$ cat src/rtl/lego_sa_pkg.sv
// ----------------------------------------------------------------------------
// lego_sa_pkg
// Shared types and constants for the Lego systolic-array scheduler.
//   lego_sched_state_e : scheduler FSM states (also exported on dbg_state)
//   lego_type_e        : array partition mode (FULL/HALF/QUAD)
//   lanes_for_type()   : number of valid psum lanes for a mode
//   LEGO_* constants   : default weight-beat count, pipe latency, count width
// ----------------------------------------------------------------------------
package lego_sa_pkg;

   localparam int unsigned LEGO_W_BEATS  = 16;
   localparam int unsigned LEGO_PIPE_LAT = 33;
   localparam int unsigned LEGO_CNT_W    = 16;

   typedef enum logic [2:0] {
      ST_IDLE   = 3'd0,
      ST_LOAD_W = 3'd1,
      ST_STREAM = 3'd2,
      ST_DRAIN  = 3'd3,
      ST_DONE   = 3'd4
   } lego_sched_state_e;

   typedef enum logic [1:0] {
      FULL = 2'd0,
      HALF = 2'd1,
      QUAD = 2'd2
   } lego_type_e;

   // Mode encoding 3 has no array configuration behind it.
   localparam logic [1:0] TYPE_ILLEGAL = 2'd3;

   function automatic logic [6:0] lanes_for_type(input logic [1:0] mode);
      case (mode)
         FULL:    return 7'd64;
         HALF:    return 7'd32;
         QUAD:    return 7'd16;
         default: return 7'd0;
      endcase
   endfunction

endpackage

$ cat src/rtl/lego_valid_pipe.sv
// ----------------------------------------------------------------------------
// lego_valid_pipe
// DEPTH-stage 1-bit shift register that tracks in-flight activation beats so
// the scheduler can flag the matching psum at the array output.
//   clk, rst_n : clock, asynchronous active-low reset
//   clr        : synchronous clear of every stage (job kill)
//   din        : accepted-beat marker entering stage 0
//   dout       : last stage; high when the psum for that beat is valid
//   all_zero   : no beat remains behind the output stage, i.e. once the
//                current dout has been emitted the line is empty
// ----------------------------------------------------------------------------
module lego_valid_pipe #(
   parameter int unsigned DEPTH = 33
) (
   input  logic clk,
   input  logic rst_n,
   input  logic clr,
   input  logic din,
   output logic dout,
   output logic all_zero
);

   localparam logic [DEPTH-1:0] OUT_BIT = DEPTH'(1) << (DEPTH - 1);

   logic [DEPTH-1:0] line_q;
   logic [DEPTH-1:0] line_d;

   // Shifts every cycle; a cycle with no accepted beat enters as a 0 bubble.
   always_comb begin
      line_d = (line_q << 1) | DEPTH'(din);
      if (clr) begin
         line_d = '0;
      end
   end

   always_ff @(posedge clk or negedge rst_n) begin
      if (!rst_n) begin
         line_q <= '0;
      end else begin
         line_q <= line_d;
      end
   end

   assign dout = line_q[DEPTH-1];

   // Looking past the output stage lets the owner leave its drain state in
   // the same cycle the final valid is emitted.
   assign all_zero = ((line_q & ~OUT_BIT) == '0);

endmodule

$ cat src/rtl/lego_sa_scheduler.sv
// ----------------------------------------------------------------------------
// lego_sa_scheduler
// Job sequencer for the 64-lane Lego systolic array: weight-load phase,
// activation streaming, in-flight tracking and job completion.
//   clk, rst_n             : clock, asynchronous active-low reset
//   start, cfg_type,
//   cfg_transpose,
//   cfg_n_act              : job request and its configuration (IDLE only)
//   abort                  : synchronous job kill (ignored in IDLE)
//   w_valid / w_ready      : weight-buffer handshake
//   a_valid / a_ready      : activation-buffer handshake
//   sa_valid_in, sa_load_w,
//   sa_type, sa_transpose_en : array controls
//   out_valid, out_lanes   : psum-valid strobe and lane count for the job
//   busy, done, err        : status (done/err are 1-cycle pulses)
//   dbg_state              : current FSM state
//
// Handshakes: a beat transfers in a cycle where valid and ready are both
// high. Readies are Moore functions of state and counters only and never
// depend on the matching valid; valid is never required to wait for ready.
// ----------------------------------------------------------------------------
module lego_sa_scheduler
   import lego_sa_pkg::*;
#(
   parameter int unsigned W_BEATS  = LEGO_W_BEATS,
   parameter int unsigned PIPE_LAT = LEGO_PIPE_LAT,
   parameter int unsigned CNT_W    = LEGO_CNT_W
) (
   input  logic              clk,
   input  logic              rst_n,
   input  logic              start,
   input  logic [1:0]        cfg_type,
   input  logic              cfg_transpose,
   input  logic [CNT_W-1:0]  cfg_n_act,
   input  logic              abort,
   input  logic              w_valid,
   output logic              w_ready,
   input  logic              a_valid,
   output logic              a_ready,
   output logic              sa_valid_in,
   output logic              sa_load_w,
   output logic [1:0]        sa_type,
   output logic              sa_transpose_en,
   output logic              out_valid,
   output logic [6:0]        out_lanes,
   output logic              busy,
   output logic              done,
   output logic              err,
   output lego_sched_state_e dbg_state
);

   localparam int unsigned      WCNT_W = $clog2(W_BEATS + 1);
   localparam logic [WCNT_W-1:0] W_LAST = WCNT_W'(W_BEATS - 1);

   lego_sched_state_e state_q, state_d;

   logic [WCNT_W-1:0] w_cnt_q, w_cnt_d;
   logic [CNT_W-1:0]  rem_q, rem_d;
   logic [1:0]        type_q, type_d;
   logic              transpose_q, transpose_d;
   logic              err_q, err_d;

   logic start_ok;
   logic start_bad;
   logic kill;
   logic w_fire;
   logic a_fire;
   logic w_last;
   logic a_last;
   logic pipe_all_zero;

   assign start_ok  = (state_q == ST_IDLE) && start && (cfg_type != TYPE_ILLEGAL);
   assign start_bad = (state_q == ST_IDLE) && start && (cfg_type == TYPE_ILLEGAL);
   assign kill      = abort && (state_q != ST_IDLE);
   assign w_fire    = w_valid && w_ready;
   assign a_fire    = a_valid && a_ready;
   assign w_last    = w_fire && (w_cnt_q == W_LAST);
   assign a_last    = a_fire && (rem_q == CNT_W'(1));

   // -------------------------------------------------------------------------
   // FSM: state register
   // -------------------------------------------------------------------------
   always_ff @(posedge clk or negedge rst_n) begin
      if (!rst_n) begin
         state_q <= ST_IDLE;
      end else begin
         state_q <= state_d;
      end
   end

   // -------------------------------------------------------------------------
   // FSM: next state
   // -------------------------------------------------------------------------
   always_comb begin
      state_d = state_q;
      case (state_q)
         ST_IDLE: begin
            if (start_ok) state_d = ST_LOAD_W;
         end
         ST_LOAD_W: begin
            // rem_q still holds the full job size here; zero means skip STREAM.
            if (w_last) state_d = (rem_q == '0) ? ST_DONE : ST_STREAM;
         end
         ST_STREAM: begin
            if (a_last) state_d = ST_DRAIN;
         end
         ST_DRAIN: begin
            if (pipe_all_zero) state_d = ST_DONE;
         end
         ST_DONE: begin
            state_d = ST_IDLE;
         end
         default: begin
            state_d = ST_IDLE;
         end
      endcase
      if (kill) begin
         state_d = ST_IDLE;
      end
   end

   // -------------------------------------------------------------------------
   // FSM: outputs
   // -------------------------------------------------------------------------
   always_comb begin
      w_ready     = 1'b0;
      a_ready     = 1'b0;
      sa_load_w   = 1'b0;
      sa_valid_in = 1'b0;
      busy        = 1'b1;
      done        = 1'b0;
      case (state_q)
         ST_IDLE: begin
            busy = 1'b0;
         end
         ST_LOAD_W: begin
            w_ready     = 1'b1;
            sa_load_w   = 1'b1;
            sa_valid_in = w_valid;
         end
         ST_STREAM: begin
            a_ready     = (rem_q != '0);
            sa_valid_in = a_valid && (rem_q != '0);
         end
         ST_DRAIN: begin
         end
         ST_DONE: begin
            done = 1'b1;
         end
         default: begin
            busy = 1'b0;
         end
      endcase
   end

   // -------------------------------------------------------------------------
   // Counters, latched job configuration and the err pulse
   // -------------------------------------------------------------------------
   always_comb begin
      w_cnt_d     = w_cnt_q;
      rem_d       = rem_q;
      type_d      = type_q;
      transpose_d = transpose_q;
      err_d       = start_bad;
      if (start_ok) begin
         type_d      = cfg_type;
         transpose_d = cfg_transpose;
         rem_d       = cfg_n_act;
         w_cnt_d     = '0;
      end
      if (w_fire) begin
         w_cnt_d = w_cnt_q + 1'b1;
      end
      if (a_fire) begin
         rem_d = rem_q - 1'b1;
      end
      // A beat accepted in the abort cycle is dropped, not counted.
      if (kill) begin
         w_cnt_d = '0;
         rem_d   = '0;
      end
   end

   always_ff @(posedge clk or negedge rst_n) begin
      if (!rst_n) begin
         w_cnt_q     <= '0;
         rem_q       <= '0;
         type_q      <= '0;
         transpose_q <= 1'b0;
         err_q       <= 1'b0;
      end else begin
         w_cnt_q     <= w_cnt_d;
         rem_q       <= rem_d;
         type_q      <= type_d;
         transpose_q <= transpose_d;
         err_q       <= err_d;
      end
   end

   // -------------------------------------------------------------------------
   // In-flight tracking: one bit per accepted activation beat
   // -------------------------------------------------------------------------
   lego_valid_pipe #(
      .DEPTH (PIPE_LAT)
   ) u_valid_pipe (
      .clk      (clk),
      .rst_n    (rst_n),
      .clr      (kill),
      .din      (a_fire),
      .dout     (out_valid),
      .all_zero (pipe_all_zero)
   );

   assign sa_type         = type_q;
   assign sa_transpose_en = transpose_q;
   assign out_lanes       = busy ? lanes_for_type(type_q) : 7'd0;
   assign err             = err_q;
   assign dbg_state       = state_q;

endmodule

$ cat config.mk
export PLATFORM = sky130hd
export DESIGN_NAME = lego_sa_scheduler
export DESIGN_NICKNAME = d
export VERILOG_FILES = /design/src/rtl/lego_sa_pkg.sv /design/src/rtl/lego_valid_pipe.sv /design/src/rtl/lego_sa_scheduler.sv
export SDC_FILE = /design/constraint.sdc
export NUM_CORES = 1
export LEC_CHECK = 0
export BUFFER_PORTS_ARGS = -buffer_cell sky130_fd_sc_hd__buf_2
export CAP_MARGIN = 10
export CORE_MARGIN = 3
export CORE_UTILIZATION = 60
export DETAILED_ROUTE_END_ITERATION = 10
export GPL_TIMING_DRIVEN = 0
export PLACE_DENSITY_LB_ADDON = 0.1
export SLEW_MARGIN = 30
export SYNTH_ARGS = -nofsm -noshare
export SYNTH_HDL_FRONTEND = slang
export SYNTH_SLANG_ARGS = --single-unit
$ cat constraint.sdc
create_clock -name clk -period 4.1 [get_ports clk]
set_input_delay 0.82 -clock clk [delete_from_list [all_inputs] [get_ports clk]]
set_output_delay 0.82 -clock clk [all_outputs]
set_load 0.01 [all_outputs]
Word level (Yosys, flattened, before mapping)
Cells that the tools add are included.
{"block": "word_totals", "elab_cells": 64, "ff_bits": 61, "out_inout_bits": 21, "inputBits": 25}
{"block": "classes", "muxes": 21, "n_reduce_logical": 19, "eq_ne": 14, "addsub": 2, "bitwise": 1}
{"op": "16-bit two-way mux", "count": 3}
{"op": "33-bit logical NOT", "count": 1}
{"op": "33-bit two-way mux", "count": 1}
{"op": "33-bit by 1-bit OR with 33-bit output", "count": 1}
{"op": "7-bit case mux with 3 select lines", "count": 1}
{"op": "3-bit two-way mux", "count": 6}
{"op": "16-bit by 1-bit equality test with 1-bit output, second input constant", "count": 1}
{"op": "16-bit logical NOT", "count": 1}
{"op": "16-bit nonzero test", "count": 1}
{"op": "16-bit by 1-bit subtractor with 16-bit output, second input constant", "count": 1}
{"op": "5-bit two-way mux", "count": 3}
{"op": "3-bit inequality test, second input constant", "count": 4}
{"op": "3-bit case mux with 4 select lines", "count": 1}
{"op": "1-bit logical AND", "count": 9}
{"op": "3-bit nonzero test", "count": 3}
{"op": "7-bit two-way mux", "count": 1}
{"op": "3-bit by 2-bit equality test with 1-bit output, second input constant", "count": 2}
{"op": "5-bit by 1-bit adder with 5-bit output, second input constant", "count": 1}
{"op": "5-bit by 4-bit equality test with 1-bit output, second input constant", "count": 1}
{"op": "2-bit equality test, second input constant", "count": 2}
{"op": "1-bit two-way mux", "count": 4}
{"op": "4-bit AND reduction", "count": 1}
{"op": "4-bit OR reduction", "count": 1}
{"op": "3-bit by 1-bit equality test with 1-bit output, second input constant", "count": 1}
{"op": "6 further kinds", "count": 6}

Logic depth before layout (Yosys ltp)
Gate-level depths: netlist (run 1).
{"block": "depth", "depth_word": 7, "depth_mapped": 8, "depth_no_buf": 7}

Hierarchy
A second synthesis (run 1) with hierarchy kept.
{"block": "hier_totals", "cells_unflattened": 294, "area_unflattened_um2": 2962.8}
{"mod": "lego_sa_scheduler", "instances": 1, "seq_area_each_um2": 700.7, "cells_each": 214, "area_each_um2": 1840.5}
{"mod": "lego_valid_pipe", "instances": 1, "seq_area_each_um2": 825.8, "cells_each": 80, "area_each_um2": 1122.3}

Worst setup path after synthesis (run 1)
OpenSTA, ideal clock, no wires.
{"block": "synth_path", "kind": "reg-to-output", "start": "register rem_q[0]", "end": "output sa_valid_in", "arrival_time_ns": 1.658, "path_buffers": 0, "required_time_ns": 3.280, "path_stages_with_launch": 7, "slack_ns": 1.622, "path_cell_list": "dfrtp_1 > inv_1 > ha_1 > or3b_2 > nor4_4 > nand2b_1 > nand2_1"}
{"block": "synth_between", "elab_chain_len": 3}
{"element": "from (decl)", "line_no": "lego_sa_scheduler.sv:58", "text": "logic [CNT_W-1:0] rem_q, rem_d;"}
{"element": "from (signal assigned)", "line_no": "lego_sa_scheduler.sv:193", "text": "rem_q <= rem_d;"}
{"element": "16-bit nonzero test", "line_no": "lego_sa_scheduler.sv:143", "text": "sa_valid_in = a_valid && (rem_q != '0);"}
{"element": "1-bit logical AND", "line_no": "lego_sa_scheduler.sv:143"}
{"element": "1-bit case mux with 2 select lines", "line_no": "lego_sa_scheduler.sv:132", "text": "case (state_q)"}
{"element": "to (decl)", "line_no": "lego_sa_scheduler.sv:40", "text": "output logic sa_valid_in,"}
No other way between the ends.

Worst setup path in the final report (run 1)
Ends and elaborated chain as after synthesis.

==> results of run 1 <==
routing by layer:
layer  wire length, um  vias to the layer above  share of wire (%)
li1                  -                     1157                  -
met1              3130                     1190                 46
met2              3010                      127                 44
met3               589                       12                8.6
met4               130                        0                1.9
met5                 0                        -                  0
worst paths after layout:
check / to / slack (ps) / cells past startpoint
max: sa_valid_in / 940 / 7
min: u_valid_pipe.line_q[11]$_DFF_PN0_ / 480 / 1
max reg2reg: rem_q[9]$_DFFE_PN0P_ / 1670 / 6
min reg2reg: u_valid_pipe.line_q[11]$_DFF_PN0_ / 480 / 1
max in group asynchronous: w_cnt_q[2]$_DFFE_PN0P_ / 3070 / 1
min in group asynchronous: u_valid_pipe.line_q[17]$_DFF_PN0_ / 540 / 1
cell families (layout without fill, tap and decap cells):
logic type | Yosys count | count (layout) | share of synthesized area (%)
compound gates | 49 | 49 | 11.8
xor+xnor | 3 | 3 | 0.896
fa+ha+maj | 4 | 4 | 1.71
buf+inv | 25 | 81 | 4.18
flops | 61 | 61 | 52.1
mux | 1 | 1 | 0.341
other cells | 1 | 4 | 0.128
simple gates | 148 | 148 | 28.9
per-stage QoR:
| step | instance area (um^2) | util, % | hold slack, ps |
|---|---|---|---|
| 6_report | 3450 | 76.1 | 477 |
| 5_1_grt | 3450 | 76.1 | 496 |
| 3_3_place_gp | 3230 | 71.2 | 455 |
| 3_5_place_dp | 3230 | 71.3 | 467 |
| 2_1_floorplan | 2940 | - | 454 |
| 4_1_cts | 3450 | 76.0 | 481 |
cell type report:
cell class,count,area [um^2]
Tap cell,65,81.3
Buffer,18,96.3
Clock buffer,11,141
Multi-Input combinational cell,209,1300
Inverter,7,26.3
Clock inverter,4,72.6
Fill cell,314,1080
Sequential cell,61,1530
Timing Repair Buffer,41,208
cell usage in the layout (no fill, tap or decap), drive strengths merged, types with 2 or more instances in the layout:
| master | instances |
|---|---|
| a211oi | 2 |
| a21oi | 13 |
| a221oi | 2 |
| a31oi | 9 |
| and2 | 33 |
| and3 | 3 |
| buf | 49 |
| bufinv | 2 |
| clkbuf | 21 |
| conb | 4 |
| dfrtp | 61 |
| ha | 4 |
| inv | 7 |
| nand2 | 26 |
| nand2b | 3 |
| nand3 | 8 |
| nand3b | 3 |
| nand4 | 4 |
| nor2 | 24 |
| nor3 | 7 |
| nor3b | 5 |
| nor4 | 13 |
| nor4b | 2 |
| o211ai | 5 |
| o21ai | 3 |
| or3 | 5 |
| or4 | 8 |
| xor2 | 2 |
flip-flops by register name (all words and copies together), names as in the netlist:
| signal | flops |
|---|---|
| u_valid_pipe.line_q | 33 |
| rem_q | 16 |
| w_cnt_q | 5 |
| dbg_state | 3 |
| sa_type | 2 |
| err | 1 |
| sa_transpose_en | 1 |
worst register-to-register path, cell delays in order, from the launching register on:
cell and delay [ps]:
dfrtp_1 490, or4b_1 500, clkbuf_1 170, a21oi_2 440, clkbuf_1 470, nand2_1 110, a31oi_1 170
power groups by stage:
stage | registers [mW] | logic (mW) | clock network, mW
after CTS | 0.808 | 0.778 | 0.591
after detailed placement | 0.817 | 0.773 | 0
final | 0.814 | 0.791 | 0.583
after global routing | 0.830 | 0.864 | 0.627
after global placement | 0.812 | 0.754 | 0
after floorplan | 0.802 | 0.547 | 0
==> results.sh, run 1 <==
export IMPL_drt_iter0_drc=316
export IMPL_synth_top_cell_area_share_pct=52.1
export IMPL_first_pass_iters=4
export IMPL_postSynthCellCount=292
export IMPL_worst_pin_slew_ps=743
export IMPL_globalplace_congestion=0.863
export IMPL_ir_worst_vdd_mv=0.414
export IMPL_worst_clock_skew_ps=8.22
export IMPL_use_met1_pct=37.7
export IMPL_grt_pass1_vias=2358
export IMPL_grt_overflow=0
export IMPL_postCtsHoldBufs=0
export IMPL_pwr_share_seq_pct=37.2
export IMPL_grt_use_total_pct=25.4
export IMPL_outcome="completed"
export IMPL_hp_class="register to register"
export IMPL_grt_setup_unrepaired="no"
export IMPL_critPathLaunchType="register"
export IMPL_slowest_delay_ps=510
export IMPL_cts_post_setup_buffers_inserted=0
export IMPL_r2r_start="dbg_state[2]$_DFFE_PN0P_"
export IMPL_routedWlPerCell_um=16.5
export IMPL_grt_pass1_wl_um=11600
export IMPL_synthTopCellsByCount="dfrtp_1, and2_1, nand2_1, nor2_1"
export IMPL_vias=2486
export IMPL_num_io_pins=46
export IMPL_async_flop_share_pct=100
export IMPL_remaining_drc_errors=0
export IMPL_cp_buffers_inverters=2
export IMPL_avgSynthCellArea_um2=10.0
export IMPL_routed_wl_um=6860
export IMPL_die_area_um2=5760
export IMPL_clockBufferDepth=2
export IMPL_worst_setup_path_startpoint="rem_q[0]$_DFFE_PN0P_"
export IMPL_cts_tree="done"
export IMPL_setup_worst_path_end_class="primary output"
export IMPL_clk_latency_ps=340
export IMPL_grt_start_max_net_pins=62
export IMPL_dp_cells=401
export IMPL_cts_sinks=61
export IMPL_critPathTopFamily="simple AND/OR/NAND/NOR gates"
export IMPL_die_x_um=75.9
export IMPL_synth_flop_cell="dfrtp_1"
export IMPL_yosys_warnings=0
export IMPL_p_per_area_nw_per_um2=634
export IMPL_num_rows=24
export IMPL_core_area_um2=4530
export IMPL_yosysMostFrequentCell="dfrtp_1"
export IMPL_finalCritPeriodShare_pct=77.1
export IMPL_p_clk_share_pct=26.7
export IMPL_worst_slack_ps=941
export IMPL_drv_slew=0
export IMPL_antenna_cells=0
export IMPL_dp_hpwl_um=4700
export IMPL_period_minus_slack_ps=3160
export IMPL_comb_power_share_pct=36.1
export IMPL_drive_gt1_share_pct=20.2
export IMPL_initial_utilization_pct=64.7
export IMPL_portBuffers=41
export IMPL_slew_headroom_pct=50.5
export IMPL_critPathMaxFanout=6
export IMPL_path_class="register to primary output"
export IMPL_vias_per_cell=5.98
export IMPL_nets=376
export IMPL_syn2layout_area_growth_pct=17.7
export IMPL_cellLeakagePower_nw=1.65
export IMPL_crit_required_ps=3280
export IMPL_synthDistinctLibCells=55
export IMPL_cap_violations=0
export IMPL_synth_seq_cells=61
export IMPL_yosysTopAreaCell="dfrtp_1"
export IMPL_final_hold_violation_count=0
export IMPL_die_h_um=75.9
export IMPL_synth_edff_count=0
export IMPL_pre_cts_ws_ps=1320
export IMPL_cts_resized=0
export IMPL_final_antenna_net_count=0
export IMPL_fin_cells=416
export IMPL_setup_viol=0
export IMPL_cts_inserted_buffers=9
export IMPL_fmax_ghz=0.317
export IMPL_yosysSeqAreaShare_pct=52.1
export IMPL_cp_slowest_cell="or3b_2"
export IMPL_p_switching_mw=0.828
export IMPL_syn_area_um2=2930
export IMPL_p_total_mw=2.19
export IMPL_grt_util_met2_pct=36.3
export IMPL_p_int_mw=1.36
export IMPL_min_from="u_valid_pipe.line_q[10]$_DFF_PN0_"
export IMPL_synth_area_top_cells="dfrtp_1, and2_1, nand2_1"
export IMPL_top_usage_layer="met1"
export IMPL_path_cells="inv_1, ha_1, or3b_2, nor4_4, nand2b_1, nand2_1, buf_2"
export IMPL_htree_levels=3
export IMPL_met3_usage_pct=5.57
export IMPL_antenna_found_initial=0
export IMPL_root_buffer="clkbuf_8"
export IMPL_setup_tns_final_ps=0
export IMPL_cp_arrival_ps=2340
export IMPL_clk_pin_slew_ps=60
export IMPL_swShare_pct=37.8
Note: power is estimated with default switching activity, not from simulation.
==> run 2, diff against run 1 <==
--- a/config.mk
+++ b/config.mk
@@ -8,7 +8,7 @@
 export BUFFER_PORTS_ARGS = -buffer_cell sky130_fd_sc_hd__buf_2
 export CAP_MARGIN = 10
 export CORE_MARGIN = 3
-export CORE_UTILIZATION = 60
+export CORE_UTILIZATION = 51
 export DETAILED_ROUTE_END_ITERATION = 10
 export GPL_TIMING_DRIVEN = 0
 export PLACE_DENSITY_LB_ADDON = 0.1
==> constraint.sdc (replaced) <==
create_clock -name clk -period 2.9 [get_ports clk]
set_input_delay 0.58 -clock clk [delete_from_list [all_inputs] [get_ports clk]]
set_output_delay 0.58 -clock clk [all_outputs]
set_load 0.01 [all_outputs]
==> run 2 against run 1 <==
Global-route usage shrank 3.4 points; via count fell by 1.9%; critical path depth decreased by 1; worst setup slack got worse by 880 ps; largest cell class unchanged; cell count increased by 2.6%; combinational power grew 50%; sequential share of layout area decreased by 0.69 points; die area is 16% higher; register-to-register slack got worse by 1200 ps; design area rose by 1.7%; wire length increased by 1.5%; first-iteration DRC count down 47%.
==> results.sh, run 2 (synthesized netlist as in run 1, its figures left out) <==
export IMPL_outcome="completed"
export IMPL_holdWs_ps=297
export IMPL_cp_slowest_cell="or4_4"
export IMPL_antenna_found_initial=0
export IMPL_routed_wl_um=6970
export IMPL_routedWlPerCell_um=16.3
export IMPL_path_class="register to primary output"
export IMPL_clk_latency_ps=340
export IMPL_highest_layer="met4"
export IMPL_postCtsHoldBufs=0
export IMPL_die_x_um=81.8
export IMPL_first_pass_iters=5
export IMPL_portBuffers=41
export IMPL_vias_per_cell=5.71
export IMPL_cp_arrival_ps=2260
export IMPL_drv_slew=0
export IMPL_finalCritPeriodShare_pct=97.8
export IMPL_r2r_cells=6
export IMPL_final_hold_violation_count=0
export IMPL_dr_wl_met2_um=3040
export IMPL_initial_utilization_pct=54.9
export IMPL_layout_common_cells="dfrtp_1, buf_2, and2_1"
export IMPL_num_io_pins=46
export IMPL_met1_length_um=3360
export IMPL_setup_worst_path_end_class="primary output"
export IMPL_num_rows=26
export IMPL_largest_reg_flops=33
export IMPL_cellLeakagePower_nw=1.67
export IMPL_grt_pass1_wl_um=11000
export IMPL_globalplace_congestion=0.879
export IMPL_cts_sinks=61
export IMPL_slowest_delay_ps=550
export IMPL_nets=381
export IMPL_die_h_um=81.8
export IMPL_fin_cells=427
export IMPL_clk_pin_slew_ps=70
export IMPL_grt_start_max_net_pins=62
export IMPL_grt_overflow=0
export IMPL_cap_violations=0
export IMPL_vias=2439
export IMPL_cts_tree="done"
export IMPL_ir_worst_vdd_mv=0.453
export IMPL_reg_top3="u_valid_pipe.line_q: 33 flops, rem_q: 16 flops, w_cnt_q: 5 flops"
export IMPL_fmax_ghz=0.352
export IMPL_antenna_cells=0
export IMPL_final_common_cell="dfrtp_1"
export IMPL_drive_gt1_share_pct=23.0
export IMPL_crit_required_ps=2320
export IMPL_hp_class="input pin to asynchronous set/reset pin"
export IMPL_route_met3_wl_um=439
export IMPL_clockBufferDepth=2
export IMPL_finish_instance_area_um2=3510
export IMPL_final_antenna_net_count=0
export IMPL_dp_cells=406
export IMPL_drt_iter0_drc=169
export IMPL_grt_pass1_vias=2199
export IMPL_critPathLaunchType="register"
export IMPL_root_buffer="clkbuf_8"
export IMPL_r2r_slack_ps=490
export IMPL_critPathMaxFanout=9
export IMPL_worst_pin_slew_ps=772
export IMPL_placed_area_um2=3240
export IMPL_worst_clock_skew_ps=9.47
export IMPL_dp_hpwl_um=4630
export IMPL_period_minus_slack_ps=2840
export IMPL_p_per_area_nw_per_um2=880
export IMPL_path_cells="or4_4, buf_6, nor4_4, nand2b_4, nand2_1, buf_2"
export IMPL_top_register="u_valid_pipe.line_q"
export IMPL_die_area_um2=6690
export IMPL_grt_use_total_pct=22.0
export IMPL_remaining_drc_errors=0
export IMPL_syn2layout_area_growth_pct=19.7
export IMPL_slew_headroom_pct=48.5
export IMPL_setup_viol=0
export IMPL_htree_levels=3
export IMPL_cts_inserted_buffers=9
export IMPL_core_area_um2=5340
## run 2: worst max-delay path, delay by kind of cell (launching register included)
family | cells | cell delay (ps)
buffers and inverters | 2 | 300
DFF | 1 | 430
and+or+nand+nor | 4 | 1190
## run 2: repair_timing
item / in CTS / in global routing
endpoints found under the hold margin: 0 / 0
resized for setup: 1 / 8
pin swaps: 0 / 1
buffers inserted: 0 / 5
setup endpoints to repair: 1 / 2
## run 2: per-stage QoR
| step | utilization (%) | total power, mW | setup WS [ps] | TNS [ps] |
|---|---|---|---|---|
| 3_3_place_gp | 60.6 | 2.22 | 363 | 0 |
| 6_report | 65.8 | 3.09 | 62.7 | 0 |
| 5_1_grt | 65.8 | 3.29 | -21.0 | -32.0 |
| 2_1_floorplan | - | 1.91 | 662 | 0 |
| 3_5_place_dp | 60.7 | 2.25 | 372 | 0 |
| 4_1_cts | 64.4 | 3.00 | 17.0 | 0 |
## run 2: final cells by class
class	count	area (um^2)
sequential	61	1530
clock buffer	10	128
multi-input combinational	209	1330
clock inverter	6	63.8
fill	449	1830
inverter	7	26.3
buffer	18	103
timing repair buffer	46	245
tap	70	87.6
## run 2: worst paths after layout
| kind | from | end |
|---|---|---|
| min | rst_n | u_valid_pipe.line_q[18]$_DFF_PN0_ |
| max reg2reg | dbg_state[2]$_DFFE_PN0P_ | rem_q[6]$_DFFE_PN0P_ |
| max | rem_q[5]$_DFFE_PN0P_ | sa_valid_in |
| max in group asynchronous | rst_n | rem_q[4]$_DFFE_PN0P_ |
| min in group clk | cfg_transpose | sa_transpose_en$_DFFE_PN0P_ |
| min reg2reg | sa_transpose_en$_DFFE_PN0P_ | sa_transpose_en$_DFFE_PN0P_ |
## run 2: power by group
| group | switching, mW | internal (mW) | total (mW) |
|---|---|---|---|
| clock network | 0.351 | 0.395 | 0.747 |
| registers | 0.156 | 0.997 | 1.15 |
| logic | 0.705 | 0.485 | 1.19 |
| total | 1.21 | 1.88 | 3.09 |
## run 2: per-layer routing
layer	track usage, %	vias to the layer above
li1	-	1166
met1	32.8	1172
met2	30.1	82
met3	4.61	19
met4	11.0	0
met5	0	-
==> run 3, diff against run 2 <==
--- a/config.mk
+++ b/config.mk
@@ -5,6 +5,7 @@
 export SDC_FILE = /design/constraint.sdc
 export NUM_CORES = 1
 export LEC_CHECK = 0
+export ABC_AREA = 0
 export BUFFER_PORTS_ARGS = -buffer_cell sky130_fd_sc_hd__buf_2
 export CAP_MARGIN = 10
 export CORE_MARGIN = 3
@@ -12,6 +13,7 @@
 export DETAILED_ROUTE_END_ITERATION = 10
 export GPL_TIMING_DRIVEN = 0
 export PLACE_DENSITY_LB_ADDON = 0.1
+export SETUP_SLACK_MARGIN = 0.4
 export SLEW_MARGIN = 30
 export SYNTH_ARGS = -nofsm -noshare
 export SYNTH_HDL_FRONTEND = slang
==> run 3 against run 2 <==
Worst hold slack gained 16 ps; count of clock-buffer cells in the layout is the same; cell count grew 1.6%; sequential share of layout area shrank 1.1 points; non-clock buffer count grew 7; design area grew 2.5%; maximum frequency grew 4.6%; combinational power grew 9%; clock skew shrank 1.5 ps; first-iteration DRC count grew 2.4%; worst setup slack gained 120 ps.
==> results.sh, run 3 (synthesized netlist as in run 1, its figures left out) <==
export IMPL_outcome="completed"
export IMPL_routedWlPerCell_um=16.1
export IMPL_drv_slew=0
export IMPL_grt_setup_unrepaired="yes"
export IMPL_drive_gt1_share_pct=26.6
export IMPL_clk_latency_ps=340
export IMPL_syn2layout_area_growth_pct=22.7
export IMPL_cts_sinks=61
export IMPL_finalCritPeriodShare_pct=93.5
export IMPL_cap_violations=0
export IMPL_final_hold_violation_count=0
export IMPL_initial_utilization_pct=54.9
export IMPL_layout_common_cells="dfrtp_1, buf_2, and2_1"
export IMPL_grt_overflow=0
export IMPL_slew_headroom_pct=49.1
export IMPL_worst_setup_path_startpoint="rem_q[1]$_DFFE_PN0P_"
export IMPL_grt_start_max_net_pins=62
export IMPL_slowest_delay_ps=400
export IMPL_drt_iter0_drc=173
export IMPL_grt_use_total_pct=22.6
export IMPL_num_rows=26
export IMPL_period_minus_slack_ps=2710
export IMPL_path_cells="inv_2, ha_4, or3b_4, nor4_4, buf_4, buf_6, nor2_4, buf_6"
export IMPL_largest_reg_flops=33
export IMPL_antenna_found_initial=0
export IMPL_crit_required_ps=2320
export IMPL_first_pass_iters=4
export IMPL_reg_top3="u_valid_pipe.line_q: 33 flops, rem_q: 16 flops, w_cnt_q: 5 flops"
export IMPL_top_register="u_valid_pipe.line_q"
export IMPL_worst_pin_slew_ps=764
export IMPL_setup_worst_path_end_class="primary output"
export IMPL_cp_slowest_cell="dfrtp_1"
export IMPL_core_area_um2=5340
export IMPL_critPathLaunchType="register"
export IMPL_routed_wl_um=7000
export IMPL_final_antenna_net_count=0
export IMPL_die_area_um2=6690
export IMPL_clk_pin_slew_ps=70
export IMPL_path_class="register to primary output"
export IMPL_cts_inserted_buffers=9
export IMPL_ir_worst_vdd_mv=0.448
export IMPL_antenna_cells=0
export IMPL_grt_pass1_wl_um=11300
export IMPL_dp_hpwl_um=4630
export IMPL_fin_util_pct=67.4
export IMPL_fmax_ghz=0.369
export IMPL_cp_arrival_ps=2130
export IMPL_cellLeakagePower_nw=1.73
export IMPL_num_io_pins=46
export IMPL_multiInputGateArea_um2=1350
export IMPL_root_buffer="clkbuf_8"
export IMPL_setup_viol=0
export IMPL_clockBufferDepth=2
export IMPL_die_x_um=81.8
export IMPL_vias_per_cell=5.69
export IMPL_portBuffers=41
export IMPL_p_per_area_nw_per_um2=885
export IMPL_hp_class="input pin to asynchronous set/reset pin"
export IMPL_htree_levels=3
export IMPL_final_common_cell="dfrtp_1"
export IMPL_globalplace_congestion=0.879
export IMPL_cts_tree="done"
export IMPL_fillers=438
export IMPL_regArea_um2=1530
export IMPL_vias=2468
export IMPL_die_h_um=81.8
export IMPL_setup_tns_final_ps=0
export IMPL_worst_clock_skew_ps=7.92
export IMPL_grt_pass1_vias=2270
export IMPL_remaining_drc_errors=0
export IMPL_postCtsHoldBufs=0
export IMPL_nets=388
export IMPL_path_common_cell="buf_6"
export IMPL_critPathMaxFanout=5
export IMPL_r2r_start="rem_q[1]$_DFFE_PN0P_"
==> run 3: changes by cell type in the layout (fill, tap and decap cells not counted), sizes merged <==
cell	delta
buf	+7
==> run 3: worst max-delay path, delay by kind of cell (launching register included) <==
kind,cells,cell delay (ps)
fa+ha+maj,1,150
buf+inv,4,470
flops,1,400
simple gates,3,770
==> run 3: worst paths after layout <==
check	end	depth (start not counted)	slack, ps
min in group clk	sa_transpose_en$_DFFE_PN0P_	3	430
worst min register to register	sa_transpose_en$_DFFE_PN0P_	2	480
worst max-delay path	a_ready	8	190
worst min-delay path	u_valid_pipe.line_q[14]$_DFF_PN0_	1	310
worst max register to register	rem_q[13]$_DFFE_PN0P_	11	520
max in group asynchronous	rem_q[4]$_DFFE_PN0P_	1	2050
==> run 3: repair_timing <==
action,CTS,global route
buffers inserted,7,5
pin swaps,2,2
gates cloned,0,0
gates resized for setup,13,10
setup endpoints to repair,5,16
==> run 3: final cells by class <==
| class | count | area share (%) |
|---|---|---|
| multi-input combinational | 209 | 37.5 |
| tap | 70 | 2.44 |
| clock inverter | 6 | 1.77 |
| buffer | 18 | 2.96 |
| sequential | 61 | 42.5 |
| clock buffer | 10 | 3.55 |
| timing repair buffer | 53 | 8.56 |
| inverter | 7 | 0.731 |
==> run 3: through the flow <==
step	hold WS (ps)	worst slack, ps	cell area (um^2)	cells	power, mW
CTS	335	201	3540	429	3.12
floorplan	284	662	2940	295	1.91
finish	313	187	3600	434	3.18
detailed placement	466	372	3240	406	2.25
global placement	458	363	3240	406	2.22
global route	361	105	3600	434	3.40
==> run 3: report_power, final <==
part	internal [mW]	switching (mW)
clock	0.395	0.347
sequential	0.997	0.148
combinational	0.559	0.736
total	1.95	1.23
==> run 3: layer usage <==
metal | wire (um) | vias up | global-route usage (%)
li1 | - | 1179 | -
met1 | 3220 | 1190 | 32.5
met2 | 3110 | 83 | 31.5
met3 | 521 | 16 | 5.59
met4 | 141 | 0 | 11.5
met5 | 0 | - | 0
